[src/rtl/clock_mode_ctrl.sv]
// clock_mode_ctrl: key debounce, mode FSM and timing strobes for the
// HH:MM:SS clock / stopwatch datapath.
// Optional feature macro: SET_TIMEOUT_EN (set modes fall back to RUN after
// IDLE_SEC seconds without a key press).
module clock_mode_ctrl #(
  parameter int TICK_DIV       = 50_000_000,
  parameter int SCAN_DIV       = 1_000_000,
  parameter int HOLD_SAMPLES   = 50,
  parameter int REPEAT_SAMPLES = 10,
  parameter int IDLE_SEC       = 10
) (
  input  logic       clk,
  input  logic       rst,
  input  logic       key_add_n,
  input  logic       key_sub_n,
  input  logic       key_mode_n,
  output logic [1:0] mode,
  output logic       sec_tick,
  output logic       sec_clr,
  output logic       min_inc,
  output logic       min_dec,
  output logic       hr_inc,
  output logic       hr_dec,
  output logic       cs_tick,
  output logic       sw_run,
  output logic       sw_clr,
  output logic       disp_sel,
  output logic [5:0] blink_mask
);

  localparam int CS_DIV = TICK_DIV / 100;
  localparam int SEC_W  = $clog2(TICK_DIV);
  localparam int SCAN_W = (SCAN_DIV > 1) ? $clog2(SCAN_DIV) : 1;
  localparam int CS_W   = (CS_DIV > 1) ? $clog2(CS_DIV) : 1;
  localparam int HOLD_W = $clog2(HOLD_SAMPLES + REPEAT_SAMPLES + 1);

  // Reject parameter sets the counters cannot honour.
  if ((TICK_DIV % 100) != 0 || TICK_DIV < 200 || SCAN_DIV < 1 ||
      HOLD_SAMPLES < 1 || REPEAT_SAMPLES < 1 || IDLE_SEC < 1) begin : g_bad_params
    $error("clock_mode_ctrl: illegal parameter combination");
  end

  typedef enum logic [1:0] {
    MODE_RUN     = 2'b00,
    MODE_SET_MIN = 2'b01,
    MODE_SET_HR  = 2'b10,
    MODE_SW      = 2'b11
  } mode_t;

  // ---------------- key input path ----------------
  // bit0 = add, bit1 = sub, bit2 = mode; all active-low
  logic [2:0] key_raw;
  logic [2:0] key_sync;
  assign key_raw = {key_mode_n, key_sub_n, key_add_n};

  for (genvar gi = 0; gi < 3; gi++) begin : g_sync
    logic s1_reg;
    logic s2_reg;
    // Two-flop synchroniser; idles high so a released key never looks pressed
    always_ff @(posedge clk) begin
      if (rst) begin
        s1_reg <= 1'b1;
        s2_reg <= 1'b1;
      end else begin
        s1_reg <= key_raw[gi];
        s2_reg <= s1_reg;
      end
    end
    assign key_sync[gi] = s2_reg;
  end

  logic [SCAN_W-1:0] scan_cnt_reg;
  logic [2:0]        samp_reg;
  logic [2:0]        samp_d_reg;
  logic              samp_tick_reg;   // high in the cycle samp_reg holds a fresh sample
  logic              scan_wrap;
  assign scan_wrap = (scan_cnt_reg == SCAN_W'(SCAN_DIV - 1));

  // Slow key sampling gives the debounce; samp_d lags one cycle for edge detect
  always_ff @(posedge clk) begin
    if (rst) begin
      scan_cnt_reg  <= '0;
      samp_reg      <= 3'b111;
      samp_d_reg    <= 3'b111;
      samp_tick_reg <= 1'b0;
    end else begin
      samp_d_reg    <= samp_reg;
      samp_tick_reg <= scan_wrap;
      if (scan_wrap) begin
        scan_cnt_reg <= '0;
        samp_reg     <= key_sync;
      end else begin
        scan_cnt_reg <= scan_cnt_reg + SCAN_W'(1);
      end
    end
  end

  logic [2:0] press;
  logic       held_add;
  logic       held_sub;
  logic       mode_press;
  assign press      = samp_d_reg & ~samp_reg;
  assign held_add   = ~samp_reg[0];
  assign held_sub   = ~samp_reg[1];
  assign mode_press = press[2];

  // ---------------- timebases ----------------
  logic [SEC_W-1:0] sec_cnt_reg, sec_cnt_next;
  logic [CS_W-1:0]  cs_cnt_reg, cs_cnt_next;
  logic             sec_wrap, cs_wrap, blink_ph_next;
  assign sec_wrap      = (sec_cnt_reg == SEC_W'(TICK_DIV - 1));
  assign sec_cnt_next  = sec_wrap ? '0 : sec_cnt_reg + SEC_W'(1);
  assign blink_ph_next = (sec_cnt_next >= SEC_W'(TICK_DIV / 2));
  assign cs_wrap       = (cs_cnt_reg == CS_W'(CS_DIV - 1));

  // ---------------- mode FSM ----------------
  mode_t             mode_reg, mode_next;
  logic [HOLD_W-1:0] hold_cnt_reg, hold_cnt_next;
  logic              hold_key_reg, hold_key_next;   // 0 = add held, 1 = sub held
  logic              sw_run_reg, sw_run_next;
  logic              sec_tick_reg, sec_clr_reg, min_inc_reg, min_dec_reg;
  logic              hr_inc_reg, hr_dec_reg, cs_tick_reg, sw_clr_reg, disp_sel_reg;
  logic [5:0]        blink_mask_reg, blink_mask_next;
  logic              sec_tick_next, sec_clr_next, sw_clr_next;
  logic              fld_stb, fld_dec;
`ifdef SET_TIMEOUT_EN
  localparam int IDLE_W = $clog2(IDLE_SEC + 1);
  logic [IDLE_W-1:0] idle_cnt_reg, idle_cnt_next;
`endif

  // Next-state and strobe decode; mode press outranks add/sub, add+sub cancels
  always_comb begin
    mode_next     = mode_reg;
    hold_cnt_next = hold_cnt_reg;
    hold_key_next = hold_key_reg;
    sw_run_next   = sw_run_reg;
    sec_clr_next  = 1'b0;
    sw_clr_next   = 1'b0;
    fld_stb       = 1'b0;
    fld_dec       = 1'b0;
    // a RUN->SET_MIN transition clears seconds, so its tick is dropped
    sec_tick_next = sec_wrap &&
                    (mode_reg == MODE_SW || (mode_reg == MODE_RUN && !mode_press));
`ifdef SET_TIMEOUT_EN
    idle_cnt_next = idle_cnt_reg;
`endif
    if (mode_press) begin
      mode_next     = mode_t'(mode_reg + 2'd1);
      hold_cnt_next = '0;
      if (mode_reg == MODE_RUN) sec_clr_next = 1'b1;
    end else begin
      case (mode_reg)
        MODE_SET_MIN, MODE_SET_HR: begin
          if (samp_tick_reg) begin
            if (held_add ^ held_sub) begin
              if (press[0] | press[1]) begin
                hold_cnt_next = HOLD_W'(1);
                hold_key_next = held_sub;
                fld_stb       = 1'b1;
              end else if (hold_cnt_reg != '0 && held_sub == hold_key_reg) begin
                if (hold_cnt_reg == HOLD_W'(HOLD_SAMPLES + REPEAT_SAMPLES - 1)) begin
                  hold_cnt_next = HOLD_W'(HOLD_SAMPLES);
                  fld_stb       = 1'b1;
                end else begin
                  hold_cnt_next = hold_cnt_reg + HOLD_W'(1);
                  if (hold_cnt_reg == HOLD_W'(HOLD_SAMPLES - 1)) fld_stb = 1'b1;
                end
              end else begin
                hold_cnt_next = '0;
              end
            end else begin
              hold_cnt_next = '0;
            end
          end
          fld_dec = hold_key_next;
        end
        MODE_SW: begin
          hold_cnt_next = '0;
          if (press[0] && !held_sub) begin
            sw_run_next = ~sw_run_reg;
          end else if (press[1] && !held_add && !sw_run_reg) begin
            sw_clr_next = 1'b1;
          end
        end
        default: begin
          hold_cnt_next = '0;
        end
      endcase
    end
`ifdef SET_TIMEOUT_EN
    if ((mode_reg == MODE_SET_MIN || mode_reg == MODE_SET_HR) && !mode_press) begin
      if (|press) begin
        idle_cnt_next = '0;
      end else if (sec_wrap) begin
        if (idle_cnt_reg == IDLE_W'(IDLE_SEC - 1)) begin
          mode_next     = MODE_RUN;
          idle_cnt_next = '0;
          hold_cnt_next = '0;
          fld_stb       = 1'b0;
        end else begin
          idle_cnt_next = idle_cnt_reg + IDLE_W'(1);
        end
      end
    end else begin
      idle_cnt_next = '0;
    end
`endif
    if (mode_next != MODE_SW) sw_run_next = 1'b0;

    cs_cnt_next = cs_cnt_reg;
    if (sw_clr_next)     cs_cnt_next = '0;
    else if (sw_run_reg) cs_cnt_next = cs_wrap ? '0 : cs_cnt_reg + CS_W'(1);

    blink_mask_next = 6'b000000;
    if (blink_ph_next && mode_next == MODE_SET_MIN) blink_mask_next = 6'b001100;
    if (blink_ph_next && mode_next == MODE_SET_HR)  blink_mask_next = 6'b110000;
  end

  // State register with all outputs registered from the decoded next values
  always_ff @(posedge clk) begin
    if (rst) begin
      mode_reg       <= MODE_RUN;
      hold_cnt_reg   <= '0;
      hold_key_reg   <= 1'b0;
      sw_run_reg     <= 1'b0;
      sec_cnt_reg    <= '0;
      cs_cnt_reg     <= '0;
      sec_tick_reg   <= 1'b0;
      sec_clr_reg    <= 1'b0;
      min_inc_reg    <= 1'b0;
      min_dec_reg    <= 1'b0;
      hr_inc_reg     <= 1'b0;
      hr_dec_reg     <= 1'b0;
      cs_tick_reg    <= 1'b0;
      sw_clr_reg     <= 1'b0;
      disp_sel_reg   <= 1'b0;
      blink_mask_reg <= 6'b000000;
`ifdef SET_TIMEOUT_EN
      idle_cnt_reg   <= '0;
`endif
    end else begin
      mode_reg       <= mode_next;
      hold_cnt_reg   <= hold_cnt_next;
      hold_key_reg   <= hold_key_next;
      sw_run_reg     <= sw_run_next;
      sec_cnt_reg    <= sec_cnt_next;
      cs_cnt_reg     <= cs_cnt_next;
      sec_tick_reg   <= sec_tick_next;
      sec_clr_reg    <= sec_clr_next;
      min_inc_reg    <= fld_stb && mode_reg == MODE_SET_MIN && !fld_dec;
      min_dec_reg    <= fld_stb && mode_reg == MODE_SET_MIN &&  fld_dec;
      hr_inc_reg     <= fld_stb && mode_reg == MODE_SET_HR  && !fld_dec;
      hr_dec_reg     <= fld_stb && mode_reg == MODE_SET_HR  &&  fld_dec;
      cs_tick_reg    <= sw_run_reg && cs_wrap;
      sw_clr_reg     <= sw_clr_next;
      disp_sel_reg   <= (mode_next == MODE_SW);
      blink_mask_reg <= blink_mask_next;
`ifdef SET_TIMEOUT_EN
      idle_cnt_reg   <= idle_cnt_next;
`endif
    end
  end

  assign mode       = mode_reg;
  assign sec_tick   = sec_tick_reg;
  assign sec_clr    = sec_clr_reg;
  assign min_inc    = min_inc_reg;
  assign min_dec    = min_dec_reg;
  assign hr_inc     = hr_inc_reg;
  assign hr_dec     = hr_dec_reg;
  assign cs_tick    = cs_tick_reg;
  assign sw_run     = sw_run_reg;
  assign sw_clr     = sw_clr_reg;
  assign disp_sel   = disp_sel_reg;
  assign blink_mask = blink_mask_reg;

endmodule

[config.mk]
export PLATFORM = sky130hd
export DESIGN_NAME = clock_mode_ctrl
export DESIGN_NICKNAME = d
export VERILOG_FILES = /design/src/rtl/clock_mode_ctrl.sv
export SDC_FILE = /design/constraint.sdc
export NUM_CORES = 1
export LEC_CHECK = 0
export CAP_MARGIN = 20
export CORE_ASPECT_RATIO = 2
export CORE_MARGIN = 2
export CORE_UTILIZATION = 42
export DETAILED_ROUTE_END_ITERATION = 16
export PLACE_DENSITY = 0.67
export SYNTH_ARGS = -nofsm -noshare
export SYNTH_HDL_FRONTEND = slang
export SYNTH_SLANG_ARGS = --single-unit
export TNS_END_PERCENT = 5
[constraint.sdc]
create_clock -name clk -period 2 [get_ports clk]
set_input_delay 0.6 -clock clk [delete_from_list [all_inputs] [get_ports clk]]
set_output_delay 0.6 -clock clk [all_outputs]
set_load 0.03 [all_outputs]
==> results of run 1 <==
-- final timing paths --
path              cells past startpoint                          end                        start  slack, ns
setup reg to reg                      8     blink_mask[4]$_SDFF_PP0_    sec_cnt_reg[1]$_SDFF_PP0_       0.06
hold / removal                        1  g_sync[2].s2_reg$_SDFF_PP1_  g_sync[2].s1_reg$_SDFF_PP1_       0.42
setup / recovery                      1                blink_mask[3]     blink_mask[2]$_SDFF_PP0_       0.06
hold reg to reg                       1  g_sync[2].s2_reg$_SDFF_PP1_  g_sync[2].s1_reg$_SDFF_PP1_       0.42
-- metrics by stage --
stage / instances / setup TNS [ns] / instance area (sq um)
finish: 731 / 0 / 5560
global route: 731 / -0.0914 / 5560
CTS: 730 / 0 / 5490
detailed placement: 714 / -0.485 / 5190
global placement: 714 / -0.167 / 5190
floorplan: 539 / -0.208 / 4630
-- Yosys cell counts, drive strengths merged, types with 2 or more instances --
master / n / share of area (%)
or4: 3 / 0.57
nand2b: 2 / 0.27
nand3: 27 / 2.9
o21ai: 7 / 0.76
a31oi: 2 / 0.27
dfxtp: 99 / 43
buf: 17 / 2.2
nor3: 11 / 1.2
xnor2: 37 / 7.0
or4b: 2 / 0.43
xor2: 24 / 4.6
clkbuf: 12 / 0.98
nand2: 42 / 3.5
ha: 10 / 2.7
or3: 2 / 0.27
mux2i: 2 / 0.43
o22ai: 4 / 0.54
and2: 6 / 0.81
and3: 12 / 1.6
nand3b: 3 / 0.49
o31ai: 3 / 0.49
a211o: 4 / 0.76
nor2: 90 / 7.3
nor3b: 6 / 0.98
o211ai: 4 / 0.65
or2: 12 / 1.6
nor4: 8 / 1.2
inv: 13 / 1.1
nand4: 23 / 3.1
nor2b: 10 / 1.4
and4: 12 / 2.3
nor4b: 3 / 0.57
a21oi: 14 / 1.5
-- cell type report --
class | instances | area, sq um
sequential | 99 | 2000
clock buffer | 9 | 225
tap | 140 | 175
multi-input combinational | 398 | 2510
clock inverter | 7 | 61.3
timing repair buffer | 65 | 541
fill | 1009 | 5250
inverter | 13 | 48.8
-- metal layers --
metal	GRT usage [%]	share of wire, %
met3	3.02	2.2
met4	10.1	3.6
met1	18.0	37
met2	34.2	57
met5	0	0
-- report_power, final --
| group | switching, uW | total [uW] | internal (uW) |
|---|---|---|---|
| registers | 11.8 | 2000 | 1990 |
| logic | 50.3 | 87.6 | 37.3 |
| clock network | 785 | 1650 | 865 |
-- repair_timing --
| item | CTS | global route |
|---|---|---|
| pin swaps | 1 | 9 |
| endpoints found under the setup margin | 21 | 23 |
| cloned | 0 | 0 |
| hold buffers | 0 | 0 |
| gates resized for setup | 9 | 24 |
| setup buffers | 0 | 1 |
-- kinds of logic after synthesis --
family | count (synthesis) | synth area share [%]
compound gates | 46 | 6.81
xor+xnor | 61 | 11.6
fa+ha+maj | 10 | 2.71
buf+inv | 42 | 4.26
flops | 99 | 43.0
mux | 3 | 0.678
other cells | 1 | 0.0813
simple gates | 276 | 30.9
==> out/metrics.yaml, run 1 <==
endpoint_kind: "output pin"
max_freq_mhz: 514
dp_slack_ns: -0.153
path_clk_slew_ns: 0.07
cap_viol_max_count: 0
required_ns: 1.40
critPathKind: "register to output pin"
portBuffers: 20
crit_slowest_cell: "clkdlybuf4s50_1"
final_common_cell: "nor2_1"
drtAntennaViolNets: 0
layout_common_cells: "nor2_1 (89), dfxtp_1 (87), buf_4 (44), nand2_1 (41), xnor2_1 (37)"
hpwl_microns: 7600
period_share_pct: 97.2
chipWidth_microns: 78.1
routedWlPerCell_microns: 13.6
drc: 0
num_vias: 3830
coreArea_sq_mm: 0.0108
peakVddDrop_mv: 0.410
insertedDiodeCount: 0
grt_usage_pct: 18.1
cts_tree: "done"
ys_seq_area_share_pct: 43.0
synth_ff_type: "dfxtp_1"
yosysWarnings: 0
clkLatencyLatePin_ns: 0.35
largest_reg_flops: 26
hp-class: "register to register"
postSynthCellCount: 538
rsz0062_at_grt: "true"
slowest_delay_ns: 0.67
cts-buffers-inserted: 9
power_density_mw_per_mm2: 672
start_util_pct: 42.7
grt_antenna_before_repair: 0
start_kind: "register"
synth_async_sr_flop_share_pct: 0
grt_max_degree: 20
place.gp.congestion: 0.884
leakage_uw: 0.00199
critPathTopFamily: "buffers and inverters"
clockBufferDepth: 2
path_buf_inv: 1
min_period_ns: 1.94
grt_pass1_wl_microns: 17500
drt-initial-drc-count: 107
avgViaCountPerCell: 5.24
power_uw: 3740
syn_to_final_growth_pct: 20.5
yosysUniqueCellTypes: 51
synth_edf_count: 0
status: "complete, no violations"
critical_path.max_fanout: 2
cp_cell_sequence: "clkdlybuf4s50_1"
cp.arrival_ns: 1.34
hold_viol: 0
final_core_util_pct: 51.4
setup_viol: 0
drtPass1Iterations: 4
syn_avg_cell_area_sq_um: 8.58
grt_pass1_vias: 3953
whs_ns: 0.416
io_pins: 23
ys_ff_latch: 99
rows: 54
totalWireLength_microns: 9930
layout.nets: 601
numClockSinks: 99
dieArea_sq_mm: 0.0119
maxSlewViolCount: 0
die_h_microns: 152
htreeDepth: 3
skew_ns: 0.00841
layout-drive-gt1-share_pct: 17.4
grt-ovfl-total: 0
netlist_area_sq_mm: 0.00461
setup_slack_ns: 0.0564
cts_root_buf: "clkbuf_16"
No activity file was read; power rests on OpenSTA's default activity.
==> run 2, diff against run 1 <==
- HOLD_SLACK_MARGIN: unset -> 0.02
==> results of run 2 <==
No change in the layout: final DEF, timing and power equal those of run 1.
==> run 3, diff against run 2 <==
- PLACE_DENSITY: 0.67 -> 0.65
- clock period: 2 -> 2.1 ns (I/O delays scaled with it)
==> out/metrics.yaml, run 3 (same netlist as run 1, synthesis figures left out) <==
status: "complete, no violations"
seqCellArea_sq_mm: 0.00199  # -0.25%
critPathKind: "register to register"
max_freq_mhz: 487
route.layer.met1.wl_microns: 3720  # +1.4%
cts-buffers-inserted: 9  # unchanged
maxSlewViolCount: 0  # unchanged
hp-class: "register to register"
final_common_cell: "dfxtp_1"
layout.nets: 584  # -2.8%
hold_end: "g_sync[2].s2_reg$_SDFF_PP1_"
drt-initial-drc-count: 78  # -27%
clockBufferDepth: 2  # unchanged
setup_viol: 0  # unchanged
io_pins: 23  # unchanged
skew_ns: 0.00734  # -0.00107 ns
drtAntennaViolNets: 0  # unchanged
place.gp.congestion: 0.906  # +2.4%
reg2reg_depth: 6  # -2
p_comb_share_pct: 2.2  # about the same
drtPass1Iterations: 4  # unchanged
coreArea_sq_mm: 0.0108  # unchanged
cts_root_buf: "clkbuf_16"
hold_viol: 0  # unchanged
syn_to_final_growth_pct: 18.2
clkLatencyLatePin_ns: 0.35  # about the same
internal_power_uw: 2980  # +3.0%
swShare_pct: 20.3  # -2.3 points
cts_tree: "done"
cap_viol_max_count: 0  # unchanged
insertedDiodeCount: 0  # unchanged
p_sw_uw: 759  # -10%
setup_slack_ns: 0.0470  # -0.00939 ns
min_from: "g_sync[2].s1_reg$_SDFF_PP1_"
grt_pass1_vias: 3881  # -1.8%
worst_pin_slew_ns: 0.522
design_area_sq_mm: 0.00545  # -1.9%
multi_input_area_sq_mm: 0.00248  # -1.3%
hpwl_microns: 7220  # -5.0%
met2_length_microns: 5210  # -8.2%
whs_ns: 0.410  # -0.00603 ns
grt-ovfl-total: 0  # unchanged
num_vias: 3791  # -1.0%
totalWireLength_microns: 9630  # -3.0%
top_layer_used: "met4"
cts_hold_buf: 0  # unchanged
endpoint_kind: "register"
dp_slack_ns: -0.0216  # +0.132 ns
start_kind: "register"
required_ns: 2.37  # +0.97 ns
rows: 54  # unchanged
wl_met3_microns: 320  # +45%
drc: 0  # unchanged
max_slew_margin_pct: 64.7
period_share_pct: 97.8
reg2reg_setup_slack_ns: 0.05  # about the same
min_period_ns: 2.05
grt_max_degree: 20  # unchanged
reg2reg_to: "blink_mask[2]$_SDFF_PP0_"
layout_common_cells: "dfxtp_1 (91), nor2_1 (90), nand2_1 (41), xnor2_1 (37), nand3_1 (27)"
dieArea_sq_mm: 0.0119  # unchanged
peakVddDrop_mv: 0.443  # +8.1%
grt_usage_pct: 17.4  # -0.63 points
rsz0062_at_grt: "false"
routedWlPerCell_microns: 13.5  # -0.68%
finalSetupTns_ns: 0  # unchanged
portBuffers: 20  # unchanged
grt_pass1_wl_microns: 16900  # -3.0%
placed_area_sq_mm: 0.00508  # -2.0%
largest_reg_flops: 26  # unchanged
whs_path_depth: 1  # unchanged
power_uw: 3730  # about the same
leakage_uw: 0.00196  # -1.4%
start_util_pct: 42.7  # unchanged
path_clk_slew_ns: 0.07  # about the same
rr_startpoint: "sec_cnt_reg[4]$_SDFF_PP0_"
chipWidth_microns: 78.1  # unchanged
layout-drive-gt1-share_pct: 12.7  # -4.7 points
htreeDepth: 3  # unchanged
cp.arrival_ns: 2.32  # +0.98 ns
p_clk_share_pct: 46.8  # +2.6 points
critical_path.max_fanout: 6  # +4
power_density_mw_per_mm2: 685  # +1.9%
power_frac_seq_pct: 51.0  # -2.5 points
grt_antenna_before_repair: 0  # unchanged
numClockSinks: 99  # unchanged
die_h_microns: 152  # unchanged
nFillCells: 1021  # +1.2%
avgViaCountPerCell: 5.31  # +1.3%
run 3: worst max path at each step:
stage                          startpoint                           to  slack [ns]  cells past startpoint
3_3_place_gp   sec_cnt_reg[11]$_SDFF_PP0_     blink_mask[2]$_SDFF_PP0_         0.1                      7
5_1_grt         sec_cnt_reg[4]$_SDFF_PP0_     blink_mask[2]$_SDFF_PP0_      0.0004                      6
6_report        sec_cnt_reg[4]$_SDFF_PP0_     blink_mask[2]$_SDFF_PP0_        0.05                      6
3_5_place_dp    sec_cnt_reg[1]$_SDFF_PP0_     blink_mask[2]$_SDFF_PP0_       -0.02                      8
4_1_cts         sec_cnt_reg[3]$_SDFF_PP0_     blink_mask[2]$_SDFF_PP0_        0.02                      6
2_1_floorplan  scan_cnt_reg[0]$_SDFF_PP0_  scan_cnt_reg[19]$_SDFF_PP0_      -0.002                      9
run 3: what timing repair did:
action,CTS,global route
resized for setup,4,19
buffers inserted,0,0
endpoints found under the setup margin,4,7
pin swaps,0,1
run 3: layer usage:
| metal | up-vias | global-route usage [%] |
|---|---|---|
| li1 | 1903 | - |
| met1 | 1787 | 17.5 |
| met2 | 71 | 31.2 |
| met3 | 30 | 4.15 |
| met4 | 0 | 11.4 |
| met5 | - | 0 |
run 3: power groups by stage:
stage	registers [uW]	logic, uW	clock network [uW]
2_1_floorplan	1940	52.8	0
3_3_place_gp	1940	79.1	0
3_5_place_dp	1940	82.0	0
4_1_cts	1900	82.6	1800
5_1_grt	1900	93.2	1890
6_report	1900	83.1	1750
run 3: worst max-delay path, stage by stage, from the launching register on:
cell and delay (ns):
dfxtp_1 0.40, and4_4 0.28, nand3_1 0.11, or4_4 0.46, a2111oi_4 0.38, nand4b_1 0.16, o22ai_1 0.18
run 3: cell type report:
type / instances / share of cell area [%]
multi-input combinational: 398 / 45.5
clock inverter: 6 / 1.61
timing repair buffer: 48 / 8.08
sequential: 99 / 36.5
clock buffer: 10 / 4.20
inverter: 13 / 0.895
tap: 140 / 3.21
run 3: metrics by stage:
stage	cells	utilization (%)
4_1_cts	714	50.0
2_1_floorplan	539	-
3_5_place_dp	698	47.0
6_report	714	50.4
5_1_grt	714	50.4
3_3_place_gp	698	47.0
==> RTL edit 1, RTL diff (settings of run 2) <==
Build with the macro `SET_TIMEOUT_EN` defined.
--- a/src/rtl/clock_mode_ctrl.sv
+++ b/src/rtl/clock_mode_ctrl.sv
@@ -2,6 +2,8 @@
 // HH:MM:SS clock / stopwatch datapath.
 // Optional feature macro: SET_TIMEOUT_EN (set modes fall back to RUN after
 // IDLE_SEC seconds without a key press).
+`define SET_TIMEOUT_EN
+
 module clock_mode_ctrl #(
   parameter int TICK_DIV       = 50_000_000,
   parameter int SCAN_DIV       = 1_000_000,
Formal check against the unedited RTL: no difference found for any inputs over 10 cycles, from zero or initial values and one cycle with rst high; that may be too few to reach the edited logic, so the function may still have changed.
==> RTL edit 1 against run 2 <==
  * The flow now finishes with violations (negative setup slack)
  * Non-clock buffer count grew 27
  * Routed wire length grew 7.7%
  * Clock power grew 6%
  * Clock skew is essentially flat
  * Sequential cell count grew 4
  * Synthesized area grew 1.9%
  * Cell area grew 8.2%
  * Total power grew 4.9%
  * Setup slack lost 0.14 ns
  * Critical endpoint is now blink_mask[2]$_SDFF_PP0_
  * Largest cell class unchanged
==> RTL edit 1: results (changes against run 2) <==
- Top cells by area, synth: dfxtp_1, nor2_1, xor2_1 (was dfxtp_1, nor2_1, xnor2_1)
- Layout cell share with drive strength beyond 1: 22.1% (was 17.4%)
- Slowest cell on crit path: or4_4 (was clkdlybuf4s50_1)
- Number of global-route vias before repair: 4219 (was 3953)
- DR pass1 iterations: 4 (unchanged)
- Asr flop ratio synth: 0% (unchanged)
- Max FFs per register: 26 (unchanged)
- Sw frac: 23.1% (was 22.7%)
- First-pass GRT wire length: 18100 um (was 17500 um)
- Nets: 647 (was 601)
- Worst setup margin: -0.0793 ns (was 0.0564 ns)
- Ys Warns: 0 (unchanged)
- Detailed placer's ending HPWL: 8060 um (was 7600 um)
- Ys flop type: dfxtp_1 (unchanged)
- Clk Tree Root Cell: clkbuf_16 (unchanged)
- Port-buffer cells: 20 (unchanged)
- Worst-Skew Late Latency: 0.35 ns (about the same)
- Depth of the CTS H-tree: 3 (unchanged)
- Worst EP arrival: 2.36 ns (was 1.34 ns)
- Initial DRC count: 103 (was 107)
- Register-to-register setup slack: -0.08 ns (was 0.06 ns)
- Distinct cells, synth: 56 (was 51)
- FILL cells: 975 (was 1009)
- Post-Place Cell Area: 5560 um2 (was 5190 um2)
- Drt wl/cell: 13.8 um (was 13.6 um)
- Via-to-Cell Ratio: 5.20 (was 5.24)
- Crit path from: sec_cnt_reg[10]$_SDFF_PP0_ (was blink_mask[2]$_SDFF_PP0_)
- Pleak: 0.00225 uW (was 0.00199 uW)
- GRT Total Usage: 18.5% (was 18.1%)
- CTS clk-pin slew, worst paths: 0.07 ns (about the same)
- CP Class: reg -> reg (was reg -> out)
- Post-synthesis sequential area ratio: 43.9% (was 43.0%)
- Antenna Cells: 0 (unchanged)
- Post-CTS setup buffers: 3 (was 0)
- Worst-case reg-to-reg path depth: 7 (was 8)
- Fmax: 481 MHz (was 514 MHz)
- GP Congestion: 0.847 (was 0.884)
- Initial antenna violation count: 0 (unchanged)
- # resized after CTS: 24 (was 9)
- Hold Path Class: reg -> reg (unchanged)
- Place WS: -0.249 ns (was -0.153 ns)
- Max FO, Critical Path: 3 (was 2)
- Slowest Stage Delay on Critical Path: 0.50 ns (was 0.67 ns)
- Num CTS Buffers: 9 (unchanged)
- Largest net degree at the start of global routing: 21 (was 20)
- Skew final: 0.00884 ns (was 0.00841 ns)
- Setup violations, final: 3 (was 0)
- Logic gate share of total power: 2.5% (was 2.3%)
- Clk buf depth: 2 (unchanged)
- Reg2reg end: blink_mask[2]$_SDFF_PP0_ (was blink_mask[4]$_SDFF_PP0_)
- Maximum VDD drop: 0.411 mV (was 0.410 mV)
- Status: finished with violations (was finished, final reports clean)
- Failing checks: negative setup slack
- Clock share of power: 44.6% (was 44.2%)
- Synth top cells by count: dfxtp_1, nor2_1, nand2_1 (unchanged)
RTL edit 1: changes by cell type after synthesis, moves of 5 or more:
cell | before | now
nor3_1 | 11 | 16
nor2_1 | 90 | 99
and4_1 | 12 | 2
xor2_1 | 24 | 36
buf_2 | 7 | 1
xnor2_1 | 37 | 27
o21ai_0 | 7 | 12
nand2_1 | 41 | 46
RTL edit 1: how the worst min path moves through the flow:
| stage | cells past startpoint | endpoint | startpoint | slack (ns) |
|---|---|---|---|---|
| floorplan | 1 | g_sync[0].s2_reg$_SDFF_PP1_ | g_sync[0].s1_reg$_SDFF_PP1_ | 0.39 |
| global placement | 1 | g_sync[1].s2_reg$_SDFF_PP1_ | g_sync[1].s1_reg$_SDFF_PP1_ | 0.39 |
| detailed placement | 1 | g_sync[2].s2_reg$_SDFF_PP1_ | g_sync[2].s1_reg$_SDFF_PP1_ | 0.40 |
| CTS | 1 | g_sync[2].s2_reg$_SDFF_PP1_ | g_sync[2].s1_reg$_SDFF_PP1_ | 0.41 |
| global route | 1 | g_sync[2].s2_reg$_SDFF_PP1_ | g_sync[2].s1_reg$_SDFF_PP1_ | 0.43 |
| finish | 1 | g_sync[2].s2_reg$_SDFF_PP1_ | g_sync[2].s1_reg$_SDFF_PP1_ | 0.41 |
RTL edit 1: logic make-up (layout without fill, tap and decap cells):
group / count (synthesis) / after routing / synth area share, %
and+or+nand+nor: 288 / 288 / 31.8
DFF: 103 / 103 / 43.9
xor gates and xnor gates: 63 / 63 / 11.7
AOI/OAI and AO/OA: 46 / 46 / 6.12
buffers and inverters: 31 / 121 / 2.82
adders and majority gates: 10 / 10 / 2.66
muxes: 4 / 4 / 0.878
other: 1 / 2 / 0.0798
RTL edit 1: critical path: cells and delay by family (launching register included):
family          cells  cell delay [ns]
compound gates      3             0.43
simple gates        4             1.21
flops               1             0.37
RTL edit 1: metal layers:
layer / wire (um) / track usage [%] / part of all wire (%) / vias to the layer above
met5: 0 / 0 / 0 / -
met4: 456 / 10.4 / 4.3 / 0
met3: 285 / 3.64 / 2.7 / 31
met2: 5980 / 35.5 / 56 / 70
met1: 3970 / 17.6 / 37 / 1907
li1: - / - / - / 2034
RTL edit 1: cell type report:
cell class              instances  area, um2  area share [%]
repair buffers                 92        762            12.7
inverters                      13       48.8           0.811
clock inverters                 6       60.1           0.998
flip-flops and latches        103       2080            34.6
multi-input cells             413       2650            44.1
clock buffers                  10        239            3.97
well taps                     140        175            2.91
RTL edit 1: stage by stage:
stage                     util, %  total power [uW]  TNS (ns)  std cells
after floorplan                 -              2180    -0.354        547
after global placement       51.1              2220    -0.988        758
after detailed placement     51.1              2220     -1.24        758
after CTS                    54.6              3960    -0.489        777
after global routing         55.3              4080     -1.55        777
final                        55.3              3920    -0.133        777
==> RTL edit 2, RTL diff (settings of run 2) <==
Made on the original files. One comparison of `hold_cnt_reg` changes from == to >=.
--- a/src/rtl/clock_mode_ctrl.sv
+++ b/src/rtl/clock_mode_ctrl.sv
@@ -163,7 +163,7 @@
                   fld_stb       = 1'b1;
                 end else begin
                   hold_cnt_next = hold_cnt_reg + HOLD_W'(1);
-                  if (hold_cnt_reg == HOLD_W'(HOLD_SAMPLES - 1)) fld_stb = 1'b1;
+                  if (hold_cnt_reg >= HOLD_W'(HOLD_SAMPLES - 1)) fld_stb = 1'b1;
                 end
               end else begin
                 hold_cnt_next = '0;
Function: no difference found for any inputs over 10 cycles, from zero or initial values and one cycle with rst high; that may be too few to reach the edited logic, so the function may still have changed.
==> RTL edit 2 against run 2 <==
  * Critical path depth grew 6
  * Largest cell class unchanged
  * Routed wire length rose by 7.0%
  * Setup slack lost 0.13 ns
  * The flow now finishes with violations (negative setup slack)
  * Sequential cell count stayed put
  * Synthesized area is 0.24% lower
  * Total power increased by 3.6%
  * Cell area grew 4.5%
==> RTL edit 2: results (changes against run 2) <==
- Status: finished with violations (was finished, final reports clean)
- Failing checks: negative setup slack
- Hold slack: 0.413 ns (was 0.416 ns)
- GRT Total Usage: 18.7% (was 18.1%)
- First-pass GRT wire length: 18000 um (was 17500 um)
- Global-route met1 utilization: 18.7% (was 18.0%)
- Maximum VDD drop: 0.503 mV (was 0.410 mV)
- Placed cell count: 721 (was 714)
- Min-Delay Startpoint: g_sync[0].s1_reg$_SDFF_PP1_ (was g_sync[2].s1_reg$_SDFF_PP1_)
- Worst-case reg-to-reg path depth: 7 (was 8)
- Layout cell share with drive strength beyond 1: 20.7% (was 17.4%)
- Drt wl/cell: 14.4 um (was 13.6 um)
- Top cells by area, synth: dfxtp_1, nor2_1, xor2_1 (was dfxtp_1, nor2_1, xnor2_1)
- Post-Place Cell Area: 5370 um2 (was 5190 um2)
- Largest net degree at the start of global routing: 20 (unchanged)
- GR Util met3: 2.97% (was 3.02%)
- Met2 Usage GRT: 35.5% (was 34.2%)
- Post-synth EDFFs: 0 (unchanged)
- Pleak: 0.00221 uW (was 0.00199 uW)
- FILL cells: 963 (was 1009)
- Place WS: -0.148 ns (was -0.153 ns)
- Hold path cells: 1 (unchanged)
- Worst-Skew Late Latency: 0.34 ns
- Depth of the CTS H-tree: 3 (unchanged)
- Crit end category: flop (was primary output)
- Via-to-Cell Ratio: 5.29 (was 5.24)
- Post-route cell area: 5810 um2 (was 5560 um2)
- Worst setup margin: -0.0702 ns (was 0.0564 ns)
- Initial DRC count: 169 (was 107)
- Clk buf depth: 2 (unchanged)
- Ys flop type: dfxtp_1 (unchanged)
- Distinct cells, synth: 62 (was 51)
- CTS clk-pin slew, worst paths: 0.06 ns
- Via Count: 3917 (was 3830)
- Max FFs per register: 26 (unchanged)
- Global routing's busiest layer: met2 (unchanged)
- Worst Tran Pin Value: 0.534 ns
- Synth top cells by count: dfxtp_1, nor2_1, nand2_1 (unchanged)
- DR pass1 iterations: 5 (was 4)
- Nets: 611 (was 601)
- Post-Syn Area per Cell: 8.77 um2 (was 8.58 um2)
- Skew final: 0.00637 ns (was 0.00841 ns)
- Post-synthesis sequential area ratio: 43.1% (was 43.0%)
- Asr flop ratio synth: 0% (unchanged)
- Setup violations, final: 2 (was 0)
- Hold path endpoint: g_sync[0].s2_reg$_SDFF_PP1_ (was g_sync[2].s2_reg$_SDFF_PP1_)
- Crit path from: sec_cnt_reg[0]$_SDFF_PP0_ (was blink_mask[2]$_SDFF_PP0_)
- GP Congestion: 0.962 (was 0.884)
- Detailed placer's ending HPWL: 7850 um (was 7600 um)
- Port-buffer cells: 20 (unchanged)
- Antenna Cells: 0 (unchanged)
- Fin Setup TNS: -0.109 ns (was 0 ns)
- Reg2reg end: blink_mask[4]$_SDFF_PP0_ (unchanged)
- Max FO, Critical Path: 7 (was 2)
- Number of global-route vias before repair: 4069 (was 3953)
## RTL edit 2: cell types whose count changed after synthesis, sizes merged, moves of 7 or more
cell   change
xor2       +7
xnor2      -8
and4       -8
buf       -12
## RTL edit 2: what timing repair did
| item | in CTS | in global routing |
|---|---|---|
| buffers inserted | 1 | 3 |
| pin swaps | 2 | 11 |
| hold buffers | 0 | 0 |
| gates resized for setup | 8 | 20 |
| endpoints found under the setup margin | 8 | 27 |
## RTL edit 2: cell type report
| class | instances | area share, % |
|---|---|---|
| Clock buffer | 11 | 4.54 |
| Inverter | 11 | 0.710 |
| Timing Repair Buffer | 81 | 12.1 |
| Clock inverter | 4 | 0.818 |
| Sequential cell | 99 | 34.5 |
| Tap cell | 140 | 3.01 |
| Multi-Input combinational cell | 394 | 44.3 |
## RTL edit 2: critical path: stages, from the launching register on
cell     delay [ns]
dfxtp_2        0.35
buf_4          0.12
nand3_4        0.07
or4_4          0.58
nor4_2         0.39
o21ai_4        0.11
o22a_1         0.21
o22ai_1        0.17
## RTL edit 2: cells by family after synthesis
family	count (synthesis)	share of synthesized area (%)
other	1	0.0815
and+or+nand+nor	267	30.6
buffers and inverters	33	3.67
adders and majority gates	10	2.72
DFF	99	43.1
AOI/OAI and AO/OA	50	7.37
xor gates and xnor gates	60	11.4
muxes	5	1.09
## RTL edit 2: power by group
part | internal, uW | switching, uW | total [uW] | leakage, uW
registers | 1980 | 12.8 | 1990 | 0.000806
clock network | 1070 | 715 | 1780 | 0.000153
logic | 40.8 | 50.5 | 91.4 | 0.00125
total | 3090 | 779 | 3870 | 0.00221
## RTL edit 2: layer usage
| layer | vias up | share of wire, % |
|---|---|---|
| li1 | 1966 | - |
| met1 | 1872 | 38 |
| met2 | 53 | 56 |
| met3 | 26 | 2.1 |
| met4 | 0 | 3.4 |
| met5 | - | 0 |
